==> src/rtl/controle_multiplicacao_if.sv <==
// Handshake and multiplier-datapath bundle for controle_multiplicacao.
// slave is the controller's view; master is the view of whatever drives it.
interface controle_multiplicacao_if;
    logic       op_valid;
    logic [7:0] a;
    logic [7:0] b;
    logic       op_ready;

    logic [7:0] mul_a;
    logic [7:0] mul_b;
    logic       mul_start;
    logic [7:0] mul_produto;
    logic       mul_done;
    logic       mul_overflow;

    logic       res_valid;
    logic       res_ready;
    logic [7:0] resultado;
    logic       overflow;
    logic       erro_timeout;
    logic       ocupado;
    logic [7:0] n_ops;

    modport slave (
        input  op_valid, a, b, mul_produto, mul_done, mul_overflow, res_ready,
        output op_ready, mul_a, mul_b, mul_start, res_valid, resultado,
               overflow, erro_timeout, ocupado, n_ops
    );

    modport master (
        output op_valid, a, b, mul_produto, mul_done, mul_overflow, res_ready,
        input  op_ready, mul_a, mul_b, mul_start, res_valid, resultado,
               overflow, erro_timeout, ocupado, n_ops
    );
endinterface

==> src/rtl/controle_multiplicacao.sv <==
// Sequencer for an iterative 8-bit multiplier: latches operands, runs the
// datapath under a cycle budget, saturates on overflow and holds the result.
module controle_multiplicacao #(
    parameter int TIMEOUT = 15
) (
    input  logic clk,
    input  logic rst,
    controle_multiplicacao_if.slave bus
);

    typedef enum logic [1:0] {
        IDLE = 2'd0,
        LOAD = 2'd1,
        RUN  = 2'd2,
        HOLD = 2'd3
    } state_t;

    localparam logic [7:0] LAST_RUN = 8'(TIMEOUT - 1);

    state_t     state_reg;
    logic [7:0] run_cnt_reg;
    logic [7:0] mul_a_reg;
    logic [7:0] mul_b_reg;
    logic       mul_start_reg;
    logic [7:0] resultado_reg;
    logic       overflow_reg;
    logic       erro_timeout_reg;
    logic [7:0] n_ops_reg;

    always_ff @(posedge clk or negedge rst) begin
        if (!rst) begin
            state_reg        <= IDLE;
            run_cnt_reg      <= 8'd0;
            mul_a_reg        <= 8'd0;
            mul_b_reg        <= 8'd0;
            mul_start_reg    <= 1'b0;
            resultado_reg    <= 8'd0;
            overflow_reg     <= 1'b0;
            erro_timeout_reg <= 1'b0;
            n_ops_reg        <= 8'd0;
        end else begin
            case (state_reg)
                IDLE: begin
                    if (bus.op_valid) begin
                        mul_a_reg <= bus.a;
                        mul_b_reg <= bus.b;
                        state_reg <= LOAD;
                    end
                end
                LOAD: begin
                    // mul_start rises together with the RUN state so the
                    // datapath sees operands that were stable for a full cycle.
                    run_cnt_reg   <= 8'd0;
                    mul_start_reg <= 1'b1;
                    state_reg     <= RUN;
                end
                RUN: begin
                    if (bus.mul_done) begin
                        resultado_reg    <= bus.mul_overflow ? 8'hFF : bus.mul_produto;
                        overflow_reg     <= bus.mul_overflow;
                        erro_timeout_reg <= 1'b0;
                        mul_start_reg    <= 1'b0;
                        state_reg        <= HOLD;
                    end else if (run_cnt_reg == LAST_RUN) begin
                        resultado_reg    <= 8'd0;
                        overflow_reg     <= 1'b0;
                        erro_timeout_reg <= 1'b1;
                        mul_start_reg    <= 1'b0;
                        state_reg        <= HOLD;
                    end else begin
                        run_cnt_reg <= run_cnt_reg + 8'd1;
                    end
                end
                HOLD: begin
                    if (bus.res_ready) begin
                        n_ops_reg <= n_ops_reg + 8'd1;
                        state_reg <= IDLE;
                    end
                end
                default: begin
                    mul_start_reg <= 1'b0;
                    state_reg     <= IDLE;
                end
            endcase
        end
    end

    // Handshake flags decode the state alone, so reset clears them at once.
    assign bus.op_ready     = (state_reg == IDLE);
    assign bus.res_valid    = (state_reg == HOLD);
    assign bus.ocupado      = (state_reg != IDLE);
    assign bus.mul_a        = mul_a_reg;
    assign bus.mul_b        = mul_b_reg;
    assign bus.mul_start    = mul_start_reg;
    assign bus.resultado    = resultado_reg;
    assign bus.overflow     = overflow_reg;
    assign bus.erro_timeout = erro_timeout_reg;
    assign bus.n_ops        = n_ops_reg;

endmodule

==> src/flat_wrapper.sv <==
// flat-port wrapper written by rule: the top's interface ports become plain ports
module controle_multiplicacao_flat 
#(
    parameter int TIMEOUT = 15
)
  (clk, rst, bus_op_valid, bus_a, bus_b, bus_mul_produto, bus_mul_done, bus_mul_overflow, bus_res_ready, bus_op_ready, bus_mul_a, bus_mul_b, bus_mul_start, bus_res_valid, bus_resultado, bus_overflow, bus_erro_timeout, bus_ocupado, bus_n_ops);
  controle_multiplicacao_if bus_i ();
  input  logic clk;
  input  logic rst;
  input wire logic [$bits(bus_i.op_valid)-1:0] bus_op_valid;
  input wire logic [$bits(bus_i.a)-1:0] bus_a;
  input wire logic [$bits(bus_i.b)-1:0] bus_b;
  input wire logic [$bits(bus_i.mul_produto)-1:0] bus_mul_produto;
  input wire logic [$bits(bus_i.mul_done)-1:0] bus_mul_done;
  input wire logic [$bits(bus_i.mul_overflow)-1:0] bus_mul_overflow;
  input wire logic [$bits(bus_i.res_ready)-1:0] bus_res_ready;
  output wire logic [$bits(bus_i.op_ready)-1:0] bus_op_ready;
  output wire logic [$bits(bus_i.mul_a)-1:0] bus_mul_a;
  output wire logic [$bits(bus_i.mul_b)-1:0] bus_mul_b;
  output wire logic [$bits(bus_i.mul_start)-1:0] bus_mul_start;
  output wire logic [$bits(bus_i.res_valid)-1:0] bus_res_valid;
  output wire logic [$bits(bus_i.resultado)-1:0] bus_resultado;
  output wire logic [$bits(bus_i.overflow)-1:0] bus_overflow;
  output wire logic [$bits(bus_i.erro_timeout)-1:0] bus_erro_timeout;
  output wire logic [$bits(bus_i.ocupado)-1:0] bus_ocupado;
  output wire logic [$bits(bus_i.n_ops)-1:0] bus_n_ops;
  assign bus_i.op_valid = bus_op_valid;
  assign bus_i.a = bus_a;
  assign bus_i.b = bus_b;
  assign bus_i.mul_produto = bus_mul_produto;
  assign bus_i.mul_done = bus_mul_done;
  assign bus_i.mul_overflow = bus_mul_overflow;
  assign bus_i.res_ready = bus_res_ready;
  assign bus_op_ready = bus_i.op_ready;
  assign bus_mul_a = bus_i.mul_a;
  assign bus_mul_b = bus_i.mul_b;
  assign bus_mul_start = bus_i.mul_start;
  assign bus_res_valid = bus_i.res_valid;
  assign bus_resultado = bus_i.resultado;
  assign bus_overflow = bus_i.overflow;
  assign bus_erro_timeout = bus_i.erro_timeout;
  assign bus_ocupado = bus_i.ocupado;
  assign bus_n_ops = bus_i.n_ops;
  controle_multiplicacao #(.TIMEOUT(TIMEOUT)) u_core (.clk(clk), .rst(rst), .bus(bus_i));
endmodule
==> config.mk <==
export PLATFORM = sky130hd
export DESIGN_NAME = controle_multiplicacao_flat
export DESIGN_NICKNAME = d
export VERILOG_FILES = /design/src/rtl/controle_multiplicacao_if.sv /design/src/rtl/controle_multiplicacao.sv /design/src/flat_wrapper.sv
export SDC_FILE = /design/constraint.sdc
export NUM_CORES = 1
export LEC_CHECK = 0
export ABC_AREA = 1
export CAP_MARGIN = 20
export CORE_ASPECT_RATIO = 1.4
export CORE_UTILIZATION = 46
export DETAILED_ROUTE_END_ITERATION = 10
export PLACE_DENSITY_LB_ADDON = 0.08
export SLEW_MARGIN = 20
export SYNTH_ARGS = -nofsm -noshare
export SYNTH_HDL_FRONTEND = slang
export SYNTH_SLANG_ARGS = --single-unit
==> constraint.sdc <==
create_clock -name clk -period 2.25 [get_ports clk]
set_clock_uncertainty 0.05 [all_clocks]
set_input_delay 0.3375 -clock clk [delete_from_list [all_inputs] [get_ports clk]]
set_output_delay 0.3375 -clock clk [all_outputs]
set_load 0.1 [all_outputs]
==> flow_summary.ini, run 1 <==
[outcome]
status = finished clean

[worst_setup_path]
startpoint_type = flop
arrival_ns = 1.34
worstSetupPathType = flop to output pin
reg2reg_depth = 8
end_kind = output pin
required_ns = 1.86
cp_max_fo = 4

[clocking]
clkTransAtPathRegs_ns = 0.08
cts_root_buf = clkbuf_8
htree_levels = 2
clk_latency_ns = 0.29
clock_path_buffers = 2
cts_buffers = 5
clkSinkCount = 45
cts_tree = built

[layout]
nNetsFinal = 322
layout_common_cells = nand2_1 (62), dfrtp_1 (45), buf_4 (39)
post-route-util = 0.677
final_layout_size_suffix_gt1_frac = 0.254
regArea_um2 = 1130
final_common_cell = nand2_1
num-fill-cells = 374
area_growth_pct = 39.3
diodes = 0
multi_input_area_um2 = 863

[drt]
wl_mm = 4.09
drt_pass1_iterations = 4
drcViolationCount = 0
via_count = 1636
drt_iter0_markers = 53
viasPerCell = 4.76
ant_nets = 0
wl_per_cell_um = 11.9

[sta]
tightest_slew_ns = 0.451
fin_crit_ns = 1.72
finalHoldViolations = 0
period_share = 0.766
slew_violations = 0
slew_headroom = 0.698
fin_setup_tns_ns = 0
rsz0062_at_grt = no
fmax_mhz = 580
finalSetupViolations = 0
setup_slack_ns = 0.527

[floorplanning]
coreArea_um2 = 4270
die_area_um2 = 4790
placementRows = 28
initial_utilization = 0.486
ios = 68
fp.dieH_um = 81.5
die_w_um = 58.8

[grt]
grt_pass1_vias = 1563
antenna_found_initial = 0
grt_use_total = 0.182
grt_start_max_net_pins = 46
grt_pass1_wl_mm = 6.54
grt-ovfl-total = 0

[place]
preCtsSetupSlack_ns = 0.475
place_congestion = 0.760
portBuffers = 67
dpl.hpwl_mm = 3.10

[hold_path]
worstHoldPathType = flop to flop
hold_depth = 2

[yosys]
yosysSeqAreaShare = 0.542
yosysUniqueCellTypes = 23
syn-num-nets = 248
synth-seq-cells = 45
synth_area_um2 = 2080
synth.avg_cell_area_um2 = 9.88
synth_warnings = 0
synthCells = 210

[run]
cap_violations = 0
==> final timing paths <==
path	startpoint	endpoint	slack, ns
worst max-delay path	u_core.state_reg[1]	bus_ocupado	0.53
worst max register to register	u_core.state_reg[0]	u_core.run_cnt_reg[6]	0.55
worst min register to register	u_core.bus.resultado[1]	u_core.bus.resultado[1]	0.42
worst min-delay path	u_core.bus.resultado[1]	u_core.bus.resultado[1]	0.42
min in group asynchronous	rst	u_core.bus.mul_b[3]	0.50
max in group asynchronous	rst	u_core.run_cnt_reg[3]	1.43
==> synthesized netlist by cell type <==
| cell | n | area (um2) |
|---|---|---|
| inv_1 | 19 | 71.3 |
| ha_1 | 8 | 100 |
| buf_6 | 1 | 11.3 |
| nand3_2 | 1 | 10.0 |
| o22ai_1 | 1 | 6.26 |
| xor2_1 | 6 | 52.6 |
| o21ai_4 | 1 | 16.3 |
| a21oi_1 | 2 | 10.0 |
| or2_2 | 1 | 6.26 |
| buf_2 | 1 | 5.00 |
| nand2_1 | 62 | 233 |
| buf_1 | 1 | 3.75 |
| dfrtp_1 | 45 | 1130 |
| o21ai_2 | 1 | 8.76 |
| xnor2_1 | 2 | 17.5 |
| nand3_1 | 14 | 70.1 |
| nor3_1 | 2 | 10.0 |
| nor3b_1 | 1 | 7.51 |
| o21ai_1 | 5 | 25.0 |
| clkbuf_1 | 2 | 7.51 |
| nor2_1 | 10 | 37.5 |
| o211ai_1 | 8 | 60.1 |
| mux2_2 | 16 | 180 |
==> metal layers <==
layer | routed length (um) | GRT usage | vias to the layer above
li1 | - | - | 822
met1 | 1750 | 0.206 | 755
met2 | 2030 | 0.320 | 50
met3 | 217 | 0.0346 | 9
met4 | 84 | 0.0929 | 0
met5 | 0 | 0 | -
==> logic make-up (layout without fill, tap and decap cells) <==
logic type               Yosys count  in the layout  share of synthesized area
flip-flops                        45             45                      0.542
multiplexers                      16             16                     0.0868
AO/OA/AOI/OAI                     18             18                     0.0609
buffers and inverters             24             98                     0.0476
AND/OR/NAND/NOR                   91             91                      0.180
adder cells (fa/ha/maj)            8              8                     0.0482
XOR/XNOR                           8              8                     0.0338
==> through the flow <==
step	hold WS [ns]	std cells	cell area, um2
2_1_floorplan	-0.00809	210	2090
5_1_grt	0.442	344	2890
3_5_place_dp	0.284	336	2780
6_report	0.424	344	2890
4_1_cts	0.430	344	2890
3_3_place_gp	0.282	336	2780
==> worst max-delay path, cell delays in order (launching register included) <==
cell        delay, ns
dfrtp_1          0.43
inv_1            0.15
ha_4             0.19
clkinvlp_4       0.11
buf_12           0.17
==> cell type report <==
| class | count | share of cell area |
|---|---|---|
| timing repair buffer | 72 | 0.224 |
| sequential | 45 | 0.389 |
| clock inverter | 2 | 0.0121 |
| inverter | 19 | 0.0260 |
| clock buffer | 5 | 0.0238 |
| tap | 60 | 0.0260 |
| multi-input combinational | 141 | 0.299 |
==> timing repair <==
| action | 4_1_cts | 5_1_grt |
|---|---|---|
| resized for setup | 0 | 0 |
| buffers inserted | 0 | 0 |
| endpoints found under the hold margin | 45 | 0 |
| hold buffers | 1 | 0 |
Power of run 1 is not shown: default switching activity piles up to over one toggle a cycle in this logic, so the estimate is an artifact.
==> inputs of run 2 (changes only) <==
- CORE_UTILIZATION: 46 -> 41
- clock period: 2.25 -> 1.46 ns (I/O delays scaled with it)
==> run 2 against run 1 <==
Against the previous run: the run now ends with negative setup slack left; clock-buffer cell count is the same; sequential cell count did not move; die area increased by 12%; register-to-register slack got worse by 0.61 ns; routed wire length increased by 41%; core utilization increased by 13 points; final cell count grew 12%; worst hold slack got worse by 0.025 ns; largest cell class is now buffers; non-clock buffer count grew 35.
==> flow_summary.ini, run 2 (same netlist as run 1, synthesis figures left out) <==
[place]
portBuffers = 67
dpl.hpwl_mm = 3.55
placed_cells = 357
preCtsSetupSlack_ns = -0.0933
placed_cell_area_um2 = 3370
place_congestion = 0.807

[layout]
final_common_cell = nand2_1
final_cells = 385
layout_common_cells = nand2_1 (49), dfrtp_1 (43), buf_12 (40)
nNetsFinal = 358
diodes = 0
final_layout_size_suffix_gt1_frac = 0.436
area_growth_pct = 88.2
regArea_um2 = 1130
design_area_um2 = 3910
multi_input_area_um2 = 1080
num-fill-cells = 260

[clocking]
clock_path_buffers = 2
cts_root_buf = clkbuf_8
cts_buffers = 5
htree_levels = 2
clkSinkCount = 45
clk_latency_ns = 0.30
cts_tree = built
clkTransAtPathRegs_ns = 0.09

[worst_setup_path]
end_kind = output pin
rr_endpoint = u_core.run_cnt_reg[7]
worstSetupPathType = flop to output pin
required_ns = 1.19
cp_max_fo = 3
startpoint_type = flop
rr_startpoint = u_core.state_reg[0]
reg2reg_depth = 10
r2r_slack_ns = -0.06
arrival_ns = 1.34

[drt]
wl_mm = 5.76
drt_iter0_markers = 53
drcViolationCount = 0
drt_pass1_iterations = 4
ant_nets = 0
wl_per_cell_um = 15.0
viasPerCell = 4.92
via_count = 1895

[sta]
period_share = 1.10
fin_setup_tns_ns = -1.04
rsz0062_at_grt = yes
slew_headroom = 0.781
slew_violations = 0
tightest_slew_ns = 0.328
setup_slack_ns = -0.146
finalSetupViolations = 30
fmax_mhz = 623
fin_crit_ns = 1.61
finalHoldViolations = 0

[floorplanning]
placementRows = 30
ios = 68
fp.dieH_um = 86.2
die_area_um2 = 5360
initial_utilization = 0.429
die_w_um = 62.1
coreArea_um2 = 4840

[grt]
grt_start_max_net_pins = 24
antenna_found_initial = 0
grt-ovfl-total = 0
grt_pass1_wl_mm = 8.87
grt_pass1_vias = 1866
grt_use_total = 0.213

[outcome]
status = complete, but fails checks
violations = negative setup slack

[hold_path]
worstHoldPathType = primary input to async pin

[run]
cap_violations = 0
==> run 2: what timing repair did <==
action / in CTS / in global routing
hold buffers: 1 / 0
hold endpoints to repair: 45 / 0
gates resized for setup: 20 / 37
endpoints found under the setup margin: 16 / 46
cloned: 2 / 0
pin swaps: 3 / 15
setup buffers: 10 / 7
==> run 2: area by class of cell <==
type / instances / share of cell area
inverters: 19 / 0.0199
well taps: 64 / 0.0205
clock buffers: 5 / 0.0176
multi-input cells: 142 / 0.276
clock inverters: 3 / 0.0167
flip-flops and latches: 45 / 0.289
repair buffers: 107 / 0.361
==> run 2: stage by stage <==
| stage | utilization | hold WS (ns) |
|---|---|---|
| 6_report | 0.807 | 0.399 |
| 4_1_cts | 0.764 | 0.409 |
| 3_3_place_gp | 0.696 | 0.174 |
| 2_1_floorplan | - | -0.127 |
| 5_1_grt | 0.807 | 0.437 |
| 3_5_place_dp | 0.696 | 0.173 |
==> run 2: worst max path at each step <==
stage               slack [ns]  depth (start not counted)               endpoint                  start
floorplan                -0.56                          8    u_core.state_reg[0]    u_core.state_reg[1]
global placement         -0.06                          7    u_core.bus.n_ops[6]          bus_res_ready
CTS                      -0.14                          4          bus_res_valid    u_core.state_reg[0]
detailed placement       -0.09                          7  u_core.run_cnt_reg[6]  u_core.run_cnt_reg[0]
global route             -0.20                          5            bus_ocupado    u_core.state_reg[1]
finish                   -0.15                          5            bus_ocupado    u_core.state_reg[1]
==> run 2: metal layers <==
metal | vias to the layer above | GRT usage | routed length (um)
li1 | 904 | - | -
met1 | 927 | 0.247 | 2390
met2 | 52 | 0.391 | 3060
met3 | 12 | 0.0408 | 207
met4 | 0 | 0.0803 | 108
met5 | - | 0 | 0
==> run 2: critical path, stage by stage (launching register included) <==
cell and delay, ns:
dfrtp_1 0.40, inv_2 0.11, ha_4 0.17, clkinvlp_4 0.09
buf_6 0.12, buf_12 0.15
Power of run 2 is left out for the same reason.
